`config.mk`:
```
export PLATFORM = sky130hd
export DESIGN_NAME = hazard_ctrl_flat
export DESIGN_NICKNAME = d
export VERILOG_FILES = /design/src/rtl/hazard_ctrl_pkg.sv /design/src/rtl/hazard_ctrl_if.sv /design/src/rtl/hazard_ctrl_sb_match.sv /design/src/rtl/hazard_ctrl.sv /design/src/flat_wrapper.sv
export SDC_FILE = /design/constraint.sdc
export NUM_CORES = 1
export LEC_CHECK = 0
export BUFFER_PORTS_ARGS = -buffer_cell sky130_fd_sc_hd__buf_2
export CAP_MARGIN = 5
export CORE_ASPECT_RATIO = 1.75
export CORE_MARGIN = 3
export CORE_UTILIZATION = 38
export CTS_BUF_LIST = sky130_fd_sc_hd__clkbuf_16
export DETAILED_ROUTE_END_ITERATION = 8
export PLACE_DENSITY = 0.7
export RECOVER_POWER = 100
export REMOVE_ABC_BUFFERS = 1
export SKIP_LAST_GASP = 1
export SLEW_MARGIN = 5
export SYNTH_ARGS = -nofsm -noshare
export SYNTH_HDL_FRONTEND = slang
export SYNTH_SLANG_ARGS = --single-unit
```
`constraint.sdc`:
```
create_clock -name stg_clk -period 4.4 [get_ports stg_clk]
set_input_delay 1.32 -clock stg_clk [delete_from_list [all_inputs] [get_ports stg_clk]]
set_output_delay 1.32 -clock stg_clk [all_outputs]
set_load 0.005 [all_outputs]
```
`src/rtl/hazard_ctrl_pkg.sv`:
```
// Shared pipeline definitions: RISC-V encodings, register index width,
// hazard FSM states, scoreboard entry and stage-control bundles.
package hazard_ctrl_pkg;

  localparam int REG_W = 5;

  localparam logic [6:0]  OPC_LOAD   = 7'b000_0011;
  localparam logic [6:0]  OPC_STORE  = 7'b010_0011;
  localparam logic [6:0]  OPC_OP_IMM = 7'b001_0011;
  localparam logic [6:0]  OPC_OP     = 7'b011_0011;
  localparam logic [6:0]  OPC_BRANCH = 7'b110_0011;
  localparam logic [2:0]  F3_ADD_SUB = 3'b000;
  localparam logic [6:0]  F7_SUB     = 7'b010_0000;
  localparam logic [31:0] NOP_INSN   = 32'h0000_0013;  // addi x0, x0, 0

  typedef enum logic {
    ST_RUN   = 1'b0,
    ST_FLUSH = 1'b1
  } hz_state_e;

  typedef struct packed {
    logic             v;
    logic [REG_W-1:0] rd;
    logic             ld;
  } sb_entry_t;

  typedef struct packed {
    logic pc_ena;
    logic if_id_ena;
    logic if_id_x;
    logic id_ex_x;
  } stg_ctrl_t;

  localparam stg_ctrl_t CTRL_RUN   = '{pc_ena: 1'b1, if_id_ena: 1'b1, if_id_x: 1'b0, id_ex_x: 1'b0};
  localparam stg_ctrl_t CTRL_STALL = '{pc_ena: 1'b0, if_id_ena: 1'b0, if_id_x: 1'b0, id_ex_x: 1'b1};
  localparam stg_ctrl_t CTRL_FLUSH = '{pc_ena: 1'b1, if_id_ena: 1'b1, if_id_x: 1'b1, id_ex_x: 1'b1};
  localparam stg_ctrl_t CTRL_RESET = '{pc_ena: 1'b0, if_id_ena: 1'b0, if_id_x: 1'b1, id_ex_x: 1'b1};

endpackage

```
`src/rtl/hazard_ctrl_if.sv`:
```
// Decode-side view of the hazard controller: ID operand info and branch
// redirect in, stage latch controls and performance counters out.
interface hazard_ctrl_if #(
  parameter int CNT_W = 32
);
  import hazard_ctrl_pkg::*;

  logic             id_valid;
  logic [REG_W-1:0] id_rs1;
  logic [REG_W-1:0] id_rs2;
  logic             id_rs1_used;
  logic             id_rs2_used;
  logic [REG_W-1:0] id_rd;
  logic             id_save_to_reg;
  logic             id_rd_memory;
  logic             ex_branch_taken;

  logic             pc_ena;
  logic             if_id_ena;
  logic             if_id_x;
  logic             id_ex_x;
  logic [CNT_W-1:0] stall_cycles;
  logic [CNT_W-1:0] flush_cycles;

  modport master (
    output id_valid, id_rs1, id_rs2, id_rs1_used, id_rs2_used,
           id_rd, id_save_to_reg, id_rd_memory, ex_branch_taken,
    input  pc_ena, if_id_ena, if_id_x, id_ex_x, stall_cycles, flush_cycles
  );

  modport slave (
    input  id_valid, id_rs1, id_rs2, id_rs1_used, id_rs2_used,
           id_rd, id_save_to_reg, id_rd_memory, ex_branch_taken,
    output pc_ena, if_id_ena, if_id_x, id_ex_x, stall_cycles, flush_cycles
  );

endinterface

```
`src/rtl/hazard_ctrl_sb_match.sv`:
```
// Compares one in-flight destination against the ID-stage sources.
module hazard_ctrl_sb_match
  import hazard_ctrl_pkg::*;
(
  input  logic             v,
  input  logic [REG_W-1:0] rd,
  input  logic [REG_W-1:0] rs1,
  input  logic [REG_W-1:0] rs2,
  input  logic             rs1_used,
  input  logic             rs2_used,
  output logic             hit
);

  // x0 is hard-wired zero, so it can never carry a dependency.
  assign hit = v && (rd != '0) &&
               ((rs1_used && (rs1 == rd)) || (rs2_used && (rs2 == rd)));

endmodule

```
`src/rtl/hazard_ctrl.sv`:
```
// Pipeline hazard controller: scoreboards destinations downstream of ID to
// generate load-use / RAW stalls, and squashes IF/ID + ID/EX after taken branches.
module hazard_ctrl
  import hazard_ctrl_pkg::*;
#(
  parameter bit FWD_EN   = 1'b1,
  parameter int DEPTH    = 3,
  parameter int BR_FLUSH = 1,
  parameter int CNT_W    = 32
) (
  input  logic         stg_clk,
  input  logic         reset,
  hazard_ctrl_if.slave hz
);

  // Only sb[0] matters with forwarding; without it, everything but the
  // entry writing the regfile this cycle (write-before-read) can stall.
  localparam logic [DEPTH-1:0] HIT_MASK = FWD_EN ? DEPTH'(1) : DEPTH'((1 << (DEPTH - 1)) - 1);
  // Branch cycle itself is the first flush cycle; FLUSH covers the rest.
  localparam logic [1:0] FLUSH_LOAD = (BR_FLUSH > 1) ? 2'(BR_FLUSH - 2) : 2'd0;

  sb_entry_t        sb [DEPTH];
  logic [DEPTH-1:0] hit;
  logic [DEPTH-1:0] ld_vec;
  hz_state_e        state;
  logic [1:0]       flush_cnt;
  logic             raw;
  logic             flush_now;
  logic             stall_now;
  stg_ctrl_t        ctrl;
  logic [CNT_W-1:0] stall_cnt;
  logic [CNT_W-1:0] flush_cnt_perf;

  for (genvar k = 0; k < DEPTH; k++) begin : g_match
    hazard_ctrl_sb_match u_match (
      .v        (sb[k].v),
      .rd       (sb[k].rd),
      .rs1      (hz.id_rs1),
      .rs2      (hz.id_rs2),
      .rs1_used (hz.id_rs1_used),
      .rs2_used (hz.id_rs2_used),
      .hit      (hit[k])
    );
    assign ld_vec[k] = sb[k].ld;
  end

  assign raw       = |(hit & HIT_MASK & (FWD_EN ? ld_vec : '1));
  assign flush_now = hz.ex_branch_taken || (state == ST_FLUSH);
  assign stall_now = !flush_now && raw && hz.id_valid;

  // NOTE: every always_comb output gets a default first so no path leaves it
  // unassigned; otherwise synthesis infers a latch.
  always_comb begin
    ctrl = CTRL_RUN;
    if (reset)          ctrl = CTRL_RESET;
    else if (flush_now) ctrl = CTRL_FLUSH;
    else if (stall_now) ctrl = CTRL_STALL;
  end

  assign hz.pc_ena    = ctrl.pc_ena;
  assign hz.if_id_ena = ctrl.if_id_ena;
  assign hz.if_id_x   = ctrl.if_id_x;
  assign hz.id_ex_x   = ctrl.id_ex_x;

  // NOTE: sequential state uses non-blocking assignments so every flop samples
  // pre-edge values; this is what makes the sb[k] <= sb[k-1] shift correct.
  // NOTE: the scoreboard is a handful of flops, not a RAM, and its valid bits
  // must start clear, so every entry is reset.
  always_ff @(posedge stg_clk or posedge reset) begin
    if (reset) begin
      for (int k = 0; k < DEPTH; k++) sb[k] <= '0;
    end else begin
      sb[0] <= '{v:  hz.id_valid && hz.id_save_to_reg && (hz.id_rd != '0) &&
                     !(flush_now || stall_now),
                 rd: hz.id_rd,
                 ld: hz.id_rd_memory};
      for (int k = 1; k < DEPTH; k++) sb[k] <= sb[k-1];
    end
  end

  always_ff @(posedge stg_clk or posedge reset) begin
    if (reset) begin
      state     <= ST_RUN;
      flush_cnt <= '0;
    end else begin
      case (state)
        ST_RUN: begin
          if (hz.ex_branch_taken && (BR_FLUSH > 1)) begin
            state     <= ST_FLUSH;
            flush_cnt <= FLUSH_LOAD;
          end
        end
        ST_FLUSH: begin
          if (hz.ex_branch_taken)  flush_cnt <= FLUSH_LOAD;
          else if (flush_cnt == 0) state     <= ST_RUN;
          else                     flush_cnt <= flush_cnt - 2'd1;
        end
        default: state <= ST_RUN;
      endcase
    end
  end

  always_ff @(posedge stg_clk or posedge reset) begin
    if (reset) begin
      stall_cnt      <= '0;
      flush_cnt_perf <= '0;
    end else begin
      if (stall_now && (stall_cnt != '1))      stall_cnt      <= stall_cnt + CNT_W'(1);
      if (flush_now && (flush_cnt_perf != '1)) flush_cnt_perf <= flush_cnt_perf + CNT_W'(1);
    end
  end

  assign hz.stall_cycles = stall_cnt;
  assign hz.flush_cycles = flush_cnt_perf;

endmodule

```
`src/flat_wrapper.sv`:
```
// flat-port wrapper written by rule: the top's interface ports become plain ports
module hazard_ctrl_flat import hazard_ctrl_pkg::*;
#(
  parameter bit FWD_EN   = 1'b1,
  parameter int DEPTH    = 3,
  parameter int BR_FLUSH = 1,
  parameter int CNT_W    = 32
)
  (stg_clk, reset, hz_id_valid, hz_id_rs1, hz_id_rs2, hz_id_rs1_used, hz_id_rs2_used, hz_id_rd, hz_id_save_to_reg, hz_id_rd_memory, hz_ex_branch_taken, hz_pc_ena, hz_if_id_ena, hz_if_id_x, hz_id_ex_x, hz_stall_cycles, hz_flush_cycles);
  hazard_ctrl_if #(.CNT_W(CNT_W)) hz_i ();
  input  logic stg_clk;
  input  logic reset;
  input wire logic [$bits(hz_i.id_valid)-1:0] hz_id_valid;
  input wire logic [$bits(hz_i.id_rs1)-1:0] hz_id_rs1;
  input wire logic [$bits(hz_i.id_rs2)-1:0] hz_id_rs2;
  input wire logic [$bits(hz_i.id_rs1_used)-1:0] hz_id_rs1_used;
  input wire logic [$bits(hz_i.id_rs2_used)-1:0] hz_id_rs2_used;
  input wire logic [$bits(hz_i.id_rd)-1:0] hz_id_rd;
  input wire logic [$bits(hz_i.id_save_to_reg)-1:0] hz_id_save_to_reg;
  input wire logic [$bits(hz_i.id_rd_memory)-1:0] hz_id_rd_memory;
  input wire logic [$bits(hz_i.ex_branch_taken)-1:0] hz_ex_branch_taken;
  output wire logic [$bits(hz_i.pc_ena)-1:0] hz_pc_ena;
  output wire logic [$bits(hz_i.if_id_ena)-1:0] hz_if_id_ena;
  output wire logic [$bits(hz_i.if_id_x)-1:0] hz_if_id_x;
  output wire logic [$bits(hz_i.id_ex_x)-1:0] hz_id_ex_x;
  output wire logic [$bits(hz_i.stall_cycles)-1:0] hz_stall_cycles;
  output wire logic [$bits(hz_i.flush_cycles)-1:0] hz_flush_cycles;
  assign hz_i.id_valid = hz_id_valid;
  assign hz_i.id_rs1 = hz_id_rs1;
  assign hz_i.id_rs2 = hz_id_rs2;
  assign hz_i.id_rs1_used = hz_id_rs1_used;
  assign hz_i.id_rs2_used = hz_id_rs2_used;
  assign hz_i.id_rd = hz_id_rd;
  assign hz_i.id_save_to_reg = hz_id_save_to_reg;
  assign hz_i.id_rd_memory = hz_id_rd_memory;
  assign hz_i.ex_branch_taken = hz_ex_branch_taken;
  assign hz_pc_ena = hz_i.pc_ena;
  assign hz_if_id_ena = hz_i.if_id_ena;
  assign hz_if_id_x = hz_i.if_id_x;
  assign hz_id_ex_x = hz_i.id_ex_x;
  assign hz_stall_cycles = hz_i.stall_cycles;
  assign hz_flush_cycles = hz_i.flush_cycles;
  hazard_ctrl #(.FWD_EN(FWD_EN), .DEPTH(DEPTH), .BR_FLUSH(BR_FLUSH), .CNT_W(CNT_W)) u_core (.stg_clk(stg_clk), .reset(reset), .hz(hz_i));
endmodule
```
# Yosys cells after proc, flatten, opt, wreduce, memory -nomap -nowiden
# Cells that the tools add are included.
[op_classes] mux=8 reduce_logical=21 n_eq_ne=5 add_sub_neg=3 n_bitwise=1
[op_table] cell="$add 32x1->32 const B" n=2
[op_table] cell="$ne 32x32->1 const B" n=2
[op_table] cell="$mux 4" n=3
[op_table] cell="$logic_and 1x1->1" n=11
[op_table] cell="$eq 5x5->1" n=2
[op_table] cell="$reduce_bool 5->1" n=2
[op_table] cell="$mux 2" n=2
[op_table] cell="$and 1x3->3" n=1
[op_table] cell="$logic_or 1x1->1" n=3
[op_table] cell="$mux 1" n=3
[op_table] cell="$reduce_or 3->1" n=1
[op_table] cell="$logic_not 1->1" n=2
[op_table] cell="$logic_not 2->1" n=1
[op_table] cell="$ne 2x2->1 const B" n=1
[op_table] cell="$reduce_and 2->1" n=1
[op_table] cell="$sub 2x1->2 const B" n=1
[totals] in_bits=23 register_bits=76 output_inout_bits=68 elab_cells=47

# Logic depth before layout (Yosys ltp)
# Gate-level depths: netlist of run 1.
[logic_depth] word_depth=11 mapped_depth=8 ltp_nobuf=7

# Hierarchy
# A second synthesis of run 1 with hierarchy kept.
[unflattened] cells_unflattened=345 area_unflattened_um2=3642.2
[modules_own_cells] module="hazard_ctrl" seq_area_each_um2=1851.8 n_inst=1 cells_per_inst=328 area_per_inst_um2=3508.4
[modules_own_cells] module="hazard_ctrl_sb_match" seq_area_each_um2=0.0 n_inst=1 cells_per_inst=17 area_per_inst_um2=133.9

# Worst setup path before layout of run 1
# Ideal clock, no wire load.
[synth_timing] kind="input -> output" from="input reset" to="output hz_id_ex_x" t_required_ns=3.080 path_buffers=0 arrival_ns=3.110 setup_slack_ns=-0.030 path_stages=2 path_cell_list="inv_1 -> nand3_1"
[synth_between] elab_chain_len=1
[synth_rtl] element="start: declaration" line="flat_wrapper.sv:12" source="input logic reset;"
[synth_rtl] element="$mux 4" line="hazard_ctrl.sv:55" source="if (reset) ctrl = CTRL_RESET;"
[synth_rtl] element="end: declaration" line="flat_wrapper.sv:25" source="output wire logic [$bits(hz_i.id_ex_x)-1:0] hz_id_ex_x;"
# Every way passes these cells.

# Final worst setup path of run 1
[layout_timing] from="input hz_id_rs1[4]" to="output hz_id_ex_x"
[layout_between] elab_chain_len=11
[layout_rtl] element="start: declaration" line="flat_wrapper.sv:14" source="input wire logic [$bits(hz_i.id_rs1)-1:0] hz_id_rs1;"
[layout_rtl] element="$eq 5x5->1" line="hazard_ctrl_sb_match.sv:16" source="((rs1_used && (rs1 == rd)) || (rs2_used && (rs2 == rd)));"
[layout_rtl] element="$logic_and 1x1->1" line="hazard_ctrl_sb_match.sv:16"
[layout_rtl] element="$logic_or 1x1->1" line="hazard_ctrl_sb_match.sv:16"
[layout_rtl] element="$logic_and 1x1->1" line="hazard_ctrl_sb_match.sv:15" source="assign hit = v && (rd != '0) &&"
[layout_rtl] element="$and 1x3->3" line="hazard_ctrl.sv:47" source="assign raw = |(hit & HIT_MASK & (FWD_EN ? ld_vec : '1));"
[layout_rtl] element="$reduce_or 3->1" line="hazard_ctrl.sv:47"
[layout_rtl] element="$logic_and 1x1->1 (2 in a row)" line="hazard_ctrl.sv:49" source="assign stall_now = !flush_now && raw && hz.id_valid;"
[layout_rtl] element="$mux 4" line="hazard_ctrl.sv:57" source="else if (stall_now) ctrl = CTRL_STALL;"
[layout_rtl] element="$mux 4" line="hazard_ctrl.sv:56" source="else if (flush_now) ctrl = CTRL_FLUSH;"
[layout_rtl] element="$mux 4" line="hazard_ctrl.sv:55"
# Every way passes these cells.

==> results of run 1 <==
-- report_power, final --
| part | internal, mW | leakage, nW | switching [mW] |
|---|---|---|---|
| sequential | 0.717 | 0.976 | 0.0522 |
| clock | 0.560 | 0.167 | 0.293 |
| combinational | 0.0657 | 0.909 | 0.0668 |
-- metal layers --
metal,global-route usage [%],vias to the layer above
met1,17.51,1396
met5,0,-
met4,6.597,0
met2,33.30,71
li1,-,1341
met3,3.226,17
-- final cells by class --
type                       count  area (um2)
clock inverter                 7       123.9
clock buffer                   9       225.2
inverter                      12       45.04
tap                          120       150.1
sequential                    74        1852
multi-input combinational    236        1582
timing repair buffer          93       411.6
fill                         877        4762
-- per-stage QoR --
| stage | cells | setup WS [ps] | hold slack, ps | total power [mW] | cell area [um2] |
|---|---|---|---|---|---|
| floorplan | 322 | -30.36 | 484.0 | 0.8493 | 3532 |
| detailed placement | 535 | 361.6 | 487.0 | 0.9215 | 4155 |
| finish | 551 | 418.9 | 500.9 | 1.754 | 4389 |
| CTS | 551 | 369.3 | 494.9 | 1.777 | 4504 |
| global placement | 535 | 417.2 | 479.5 | 0.9161 | 4155 |
| global route | 551 | 263.2 | 514.0 | 1.825 | 4389 |
-- worst register-to-register path, stage by stage, from the launching register on --
cell and delay, ps:
dfrtp_1 410, ha_1 300, nand4_2 240, nor4_2 530, a31oi_1 200, nand2_1 630
mux2_1 400
-- cell usage in the layout (no fill, tap or decap), types with 3 or more instances in the layout --
cell	Yosys	routed
and3_1	3	3
inv_6	0	3
nand4_1	20	20
nor3_1	15	18
inv_1	12	12
xor2_1	35	35
and4_1	4	4
xnor2_1	37	37
nor4_2	5	4
clkbuf_16	0	9
clkbuf_1	1	41
nor4_1	9	11
nand3_1	29	29
nor2_1	19	19
nand2_1	24	25
ha_1	3	3
bufinv_16	0	3
dfrtp_1	74	74
buf_2	3	50
-- cell families after synthesis --
kind of cell	Yosys count	share of synthesized area (%)
flops	74	51.71
xor+xnor	72	17.61
simple gates	150	24.32
mux	3	0.9433
buf+inv	19	2.620
fa+ha+maj	3	1.048
compound gates	8	1.747
-- worst max path at each step --
stage                            end  slack, ps
after floorplan           hz_id_ex_x        -30
after global placement    hz_id_ex_x        420
after detailed placement  hz_id_ex_x        360
after CTS                 hz_id_ex_x        370
after global routing      hz_id_ex_x        260
final                     hz_id_ex_x        420
-- sequential cells by signal, indices dropped and copies added, names as in the netlist --
name	flops
u_core.flush_cnt	2
u_core.hz.flush_cycles	32
u_core.hz.stall_cycles	32
u_core.ld_vec	1
u_core.sb	6
u_core.state	1
==> results.md, run 1 <==
* DR WL met2 at roughly 5000 um
* CTS Buf Count at 9
* Global-route wire length before repair at roughly 14000 um
* Number of setup buffers added after CTS at 0
* Worst hold start: u_core.hz.flush_cycles[15]
* Shortest period the worst path allows at about 4000 ps
* Yosys top cell by area: dfrtp_1
* Crit path depth at 7
* Initial antenna violation count at 0
* Via density at between 5 and 6
* CP Capture Type: output port
* Highest metal used: met4
* Drt pass-1 iters at 4
* CP max stage cell: o22ai_1
* Worst Skew at around 10 ps
* Die width at 79.38 um
* Sequential share of the synthesized area at about half
* Crit path max-delay family: simple AND/OR/NAND/NOR gates
* CP bufs+invs at 2
* FFs w/ async S/R, synth at between 90% and 100%
* Post_cts resized at 0
* Share of layout cells above drive strength 1 at 17.87%
* Number of synthesized flops with an enable pin at 0
* Power Density at roughly 400 mW/mm2
* Die Height at between 100 and 150 um
* Period utilization at around nine tenths
* Fmax at ~250 MHz
* Area Overhead vs Synth at 22.57%
* Cell Chain, Critical Path: buf_2 -> xnor2_1 -> nand4_1 -> o22ai_1 -> nand2b_1 -> nand3_1 -> clkbuf_1
* Routed Antenna Nets at 0
* CTS Hold Bufs at 0
* Worst reg2reg path endpoint: u_core.hz.stall_cycles[1]
* Top-count cell post-synth: dfrtp_1
* Hold/Removal Path Class: flop to flop
* Vias in the first global route at 3011
* Drt initial violations at around 100
* Slew HR at -35.64%
* Mapped Cells at roughly 330
* Wl on met1 at around 3300 um
* Mapped cell area at 0.003581 mm2
* HPWL Detailed at between 6000 and 7000 um
* Top post-synthesis cells by area: dfrtp_1, xnor2_1, xor2_1
* RSZ-0062 raised after global routing: no
* Worst-Skew Late Latency at 330 ps
* CTS Sinks at 74
* Post-layout util at 47.96%
* Largest net degree at the start of global routing at 38
* GPL Wtd Cong at 0.7770
* Library cells used by synthesis at 43
* Slew Viols, Final at between 70 and 80
* Die area at between 0.01 and 0.015 mm2
* Top post-synthesis cells by count: dfrtp_1, xnor2_1, xor2_1
* CP max stage delay at roughly 410 ps
* Setup CP Type: primary input to output port
* Final #Nets at 452
* Synth warnings at 0
* Gr ovfl total at 0
* Vias at 2825
* WHS Endpoint: u_core.hz.flush_cycles[15]
* Total GRT Usage at between 15 and 20%
* Critical Path Start: hz_id_rs1[4]
* Final hold violation count at 0
* CTS Buffer Depth at 2
* Hold path depth at 1
* Detailed Route WL at 8748 um
* CTS root buffer: clkbuf_16
* Top FF cell, synth: dfrtp_1
* # H-tree levels at 3
* DRC viols at 0
* CP startpoint kind: primary input
* Ports at 91
* CP Max Fanout at 8
* Status: complete, but fails checks
* R2r setup slk at about 1600 ps
* P_leak at ~2.1 nW
* Starting Density at approximately two fifths
* Met3 WL post-DR at between 300 and 400 um
* Failing checks: capacitance limit, slew limit
* DR WL/cell at between 15 and 20 um
* Setup TNS at 0 ps
* Reg2Reg Launch Point: u_core.hz.stall_cycles[0]
* Num rows at between 40 and 50
* Diodes inserted at 0
* Clk pin slew, worst setup/hold paths at roughly 60 ps
* Final setup violation count at 0
* Critical path arrival at between 2000 and 3000 ps
* Critical Path RT at a little over 3000 ps
* Yosys top cell area share at between 50% and 60%
* Synth Area per Inst at roughly 11 um2
* Worst R2R Path Depth at 6
* VDD IR max at around 0.00028 V
* Worst slew pin tran at 2035 ps
* PortBufs at 90
* Max cap viols at 2
* CTS tree: done
* Register bit total from synthesis at 74
* Core ar. at approximately 0.009 mm2
Power figures use the tool's default switching activity.
==> run 2, diff against run 1 <==
Settings changed: CORE_UTILIZATION 38 to 45, PLACE_DENSITY 0.7 to 0.79.
==> results.md, run 2 (synthesis gave the netlist of run 1 again) <==
* Gr ovfl total at 0 (unchanged)
* Slew HR at -31.98% (was -35.64%)
* Core ar. at 0.007672 mm2 (was 0.009151 mm2)
* Die area at 0.009107 mm2 (was 0.01067 mm2)
* Total GRT Usage at 19.27% (was 17.16%)
* Setup WS post-layout at 490.8 ps (was 418.9 ps)
* Failing checks: capacitance limit, slew limit (unchanged)
* Drt initial violations at 144 (was 104)
* Largest net degree at the start of global routing at 39 (was 38)
* CTS Hold Bufs at 0 (unchanged)
* Status: complete, but fails checks (unchanged)
* Highest metal used: met4 (unchanged)
* CP max stage delay at 380 ps (was 410 ps)
* Diodes inserted at 0 (unchanged)
* Vias at 2871 (was 2825)
* Worst slew pin tran at 1980 ps (was 2035 ps)
* CTS Buffer Depth at 2 (unchanged)
* Setup CP Type: primary input to output port (unchanged)
* DR WL/cell at 16.08 um (was 15.88 um)
* HPWL Detailed at 6387 um (was 6625 um)
* Slew Viols, Final at 76 (was 73)
* Fillers at 673 (was 877)
* CP Capture Type: output port (unchanged)
* VDD IR max at 0.0003000 V (was 0.0002835 V)
* Shortest period the worst path allows at 3909 ps (was 3981 ps)
* CP startpoint kind: primary input (unchanged)
* R2r setup slk at 1650 ps (was 1570 ps)
* Vias in the first global route at 2902 (was 3011)
* # H-tree levels at 3 (unchanged)
* Initial antenna violation count at 0 (unchanged)
* P_leak at 2.081 nW (was 2.052 nW)
* CTS Buf Count at 9 (unchanged)
* Max cap viols at 2 (unchanged)
* Hold/Removal Path Class: flop to flop (unchanged)
* Setup TNS at 0 ps (unchanged)
* Comb pwr share at 7.8% (was 7.6%)
* Commonest non-fill, non-tap cell in the layout: dfrtp_1 (unchanged)
* Met3 WL post-DR at 514 um (was 302 um)
* Psw at 0.3973 mW (was 0.4121 mW)
* CTS root buffer: clkbuf_16 (unchanged)
* CTS Sinks at 74 (unchanged)
* Internal Power at 1.332 mW (was 1.342 mW)
* Power Density at 398.0 mW/mm2 (was 399.6 mW/mm2)
* Drt pass-1 iters at 4 (unchanged)
* Sequential Power Share at 44.7% (was 43.8%)
* DR WL met2 at 4513 um (was 4954 um)
* Clk pin slew, worst setup/hold paths at 60 ps (about the same)
* Critical path arrival at 2590 ps (was 2660 ps)
* Starting Density at 46.67% (was 39.13%)
* Share of layout cells above drive strength 1 at 19.49% (was 17.87%)
* Worst-Skew Late Latency at 330 ps (about the same)
* Area Overhead vs Synth at 21.31% (was 22.57%)
* Dpl ws at 398.6 ps (was 361.6 ps)
* Post-layout util at 56.62% (was 47.96%)
* Num rows at 42 (was 46)
* Number of setup buffers added after CTS at 0 (unchanged)
* Global-route wire length before repair at 13320 um (was 14320 um)
* Final hold violation count at 0 (unchanged)
* Die width at 73.44 um (was 79.38 um)
* Critical Path RT at 3080 ps (about the same)
* Die Height at 124.0 um (was 134.4 um)
* Wl on met1 at 3022 um (was 3281 um)
* CTS tree: done (unchanged)
* PortBufs at 90 (unchanged)
* Ports at 91 (unchanged)
* Final #Nets at 452 (unchanged)
* Commonest non-fill, non-tap cells in the layout: dfrtp_1, buf_2, xnor2_1, xor2_1, clkbuf_1 (was dfrtp_1, buf_2, clkbuf_1, xnor2_1, xor2_1)
* Pwr Total at 1.729 mW (was 1.754 mW)
* Final setup violation count at 0 (unchanged)
* Clock power share at 47.5% (was 48.6%)
* Cell Chain, Critical Path: clkbuf_1 -> xnor2_1 -> nand4_1 -> o22ai_1 -> nand2b_1 -> nand3_1 -> buf_2 (was buf_2 -> xnor2_1 -> nand4_1 -> o22ai_1 -> nand2b_1 -> nand3_1 -> clkbuf_1)
* RSZ-0062 raised after global routing: no (unchanged)
* Via density at 5.532 (was 5.127)
* Worst Skew at 5.059 ps (was 9.980 ps)
* Post_cts resized at 0 (unchanged)
* Detailed Route WL at 8345 um (was 8748 um)
* GPL Wtd Cong at 0.8963 (was 0.7770)
* Sw frac at 22.98% (was 23.49%)
* Period utilization at 88.84% (was 90.48%)
* CP max stage cell: o22ai_1 (unchanged)
* CP Max Fanout at 8 (unchanged)
* Fmax at 255.8 MHz (was 251.2 MHz)
* DRC viols at 0 (unchanged)
* Routed Antenna Nets at 0 (unchanged)
[run 2: power by group through the flow]
stage / combinational, mW / clock (mW) / sequential, mW
finish: 0.135 / 0.822 / 0.772
global route: 0.152 / 0.857 / 0.780
CTS: 0.144 / 0.829 / 0.772
detailed placement: 0.143 / 0 / 0.783
global placement: 0.138 / 0 / 0.779
floorplan: 0.0733 / 0 / 0.776
[run 2: final cells by class]
type	instances	area, um2	area share [%]
flip-flops and latches	74	1852	42.63
multi-input cells	236	1582	36.41
repair buffers	93	422.9	9.735
clock buffers	9	225.2	5.184
well taps	88	110.1	2.535
clock inverters	7	107.6	2.477
inverters	12	45.04	1.037
[run 2: worst paths after layout]
check	end	from	depth (start not counted)
setup / recovery	hz_id_ex_x	hz_id_rs1[1]	7
hold / removal	u_core.hz.stall_cycles[23]	u_core.hz.stall_cycles[23]	1
setup reg to reg	u_core.hz.stall_cycles[1]	u_core.hz.stall_cycles[0]	6
hold reg to reg	u_core.hz.stall_cycles[23]	u_core.hz.stall_cycles[23]	1
max in group asynchronous	u_core.hz.flush_cycles[24]	reset	3
min in group asynchronous	u_core.hz.stall_cycles[31]	reset	3
[run 2: layer usage]
metal | vias to the layer above | GRT usage (%)
li1 | 1342 | -
met1 | 1391 | 20.07
met2 | 109 | 34.75
met3 | 29 | 4.604
met4 | 0 | 10.32
met5 | - | 0
[run 2: through the flow]
step | std cells | hold WS (ps) | instance area (um2)
floorplan | 322 | 484.0 | 3532
global placement | 503 | 478.2 | 4115
detailed placement | 503 | 487.3 | 4115
CTS | 519 | 494.7 | 4448
global route | 519 | 526.7 | 4344
finish | 519 | 496.6 | 4344
[run 2: worst max-delay path: cells and delay by family]
kind	cells	cell delay [ps]
and+or+nand+nor	3	530
AOI/OAI and AO/OA	1	380
buffers and inverters	2	210
xor gates and xnor gates	1	160
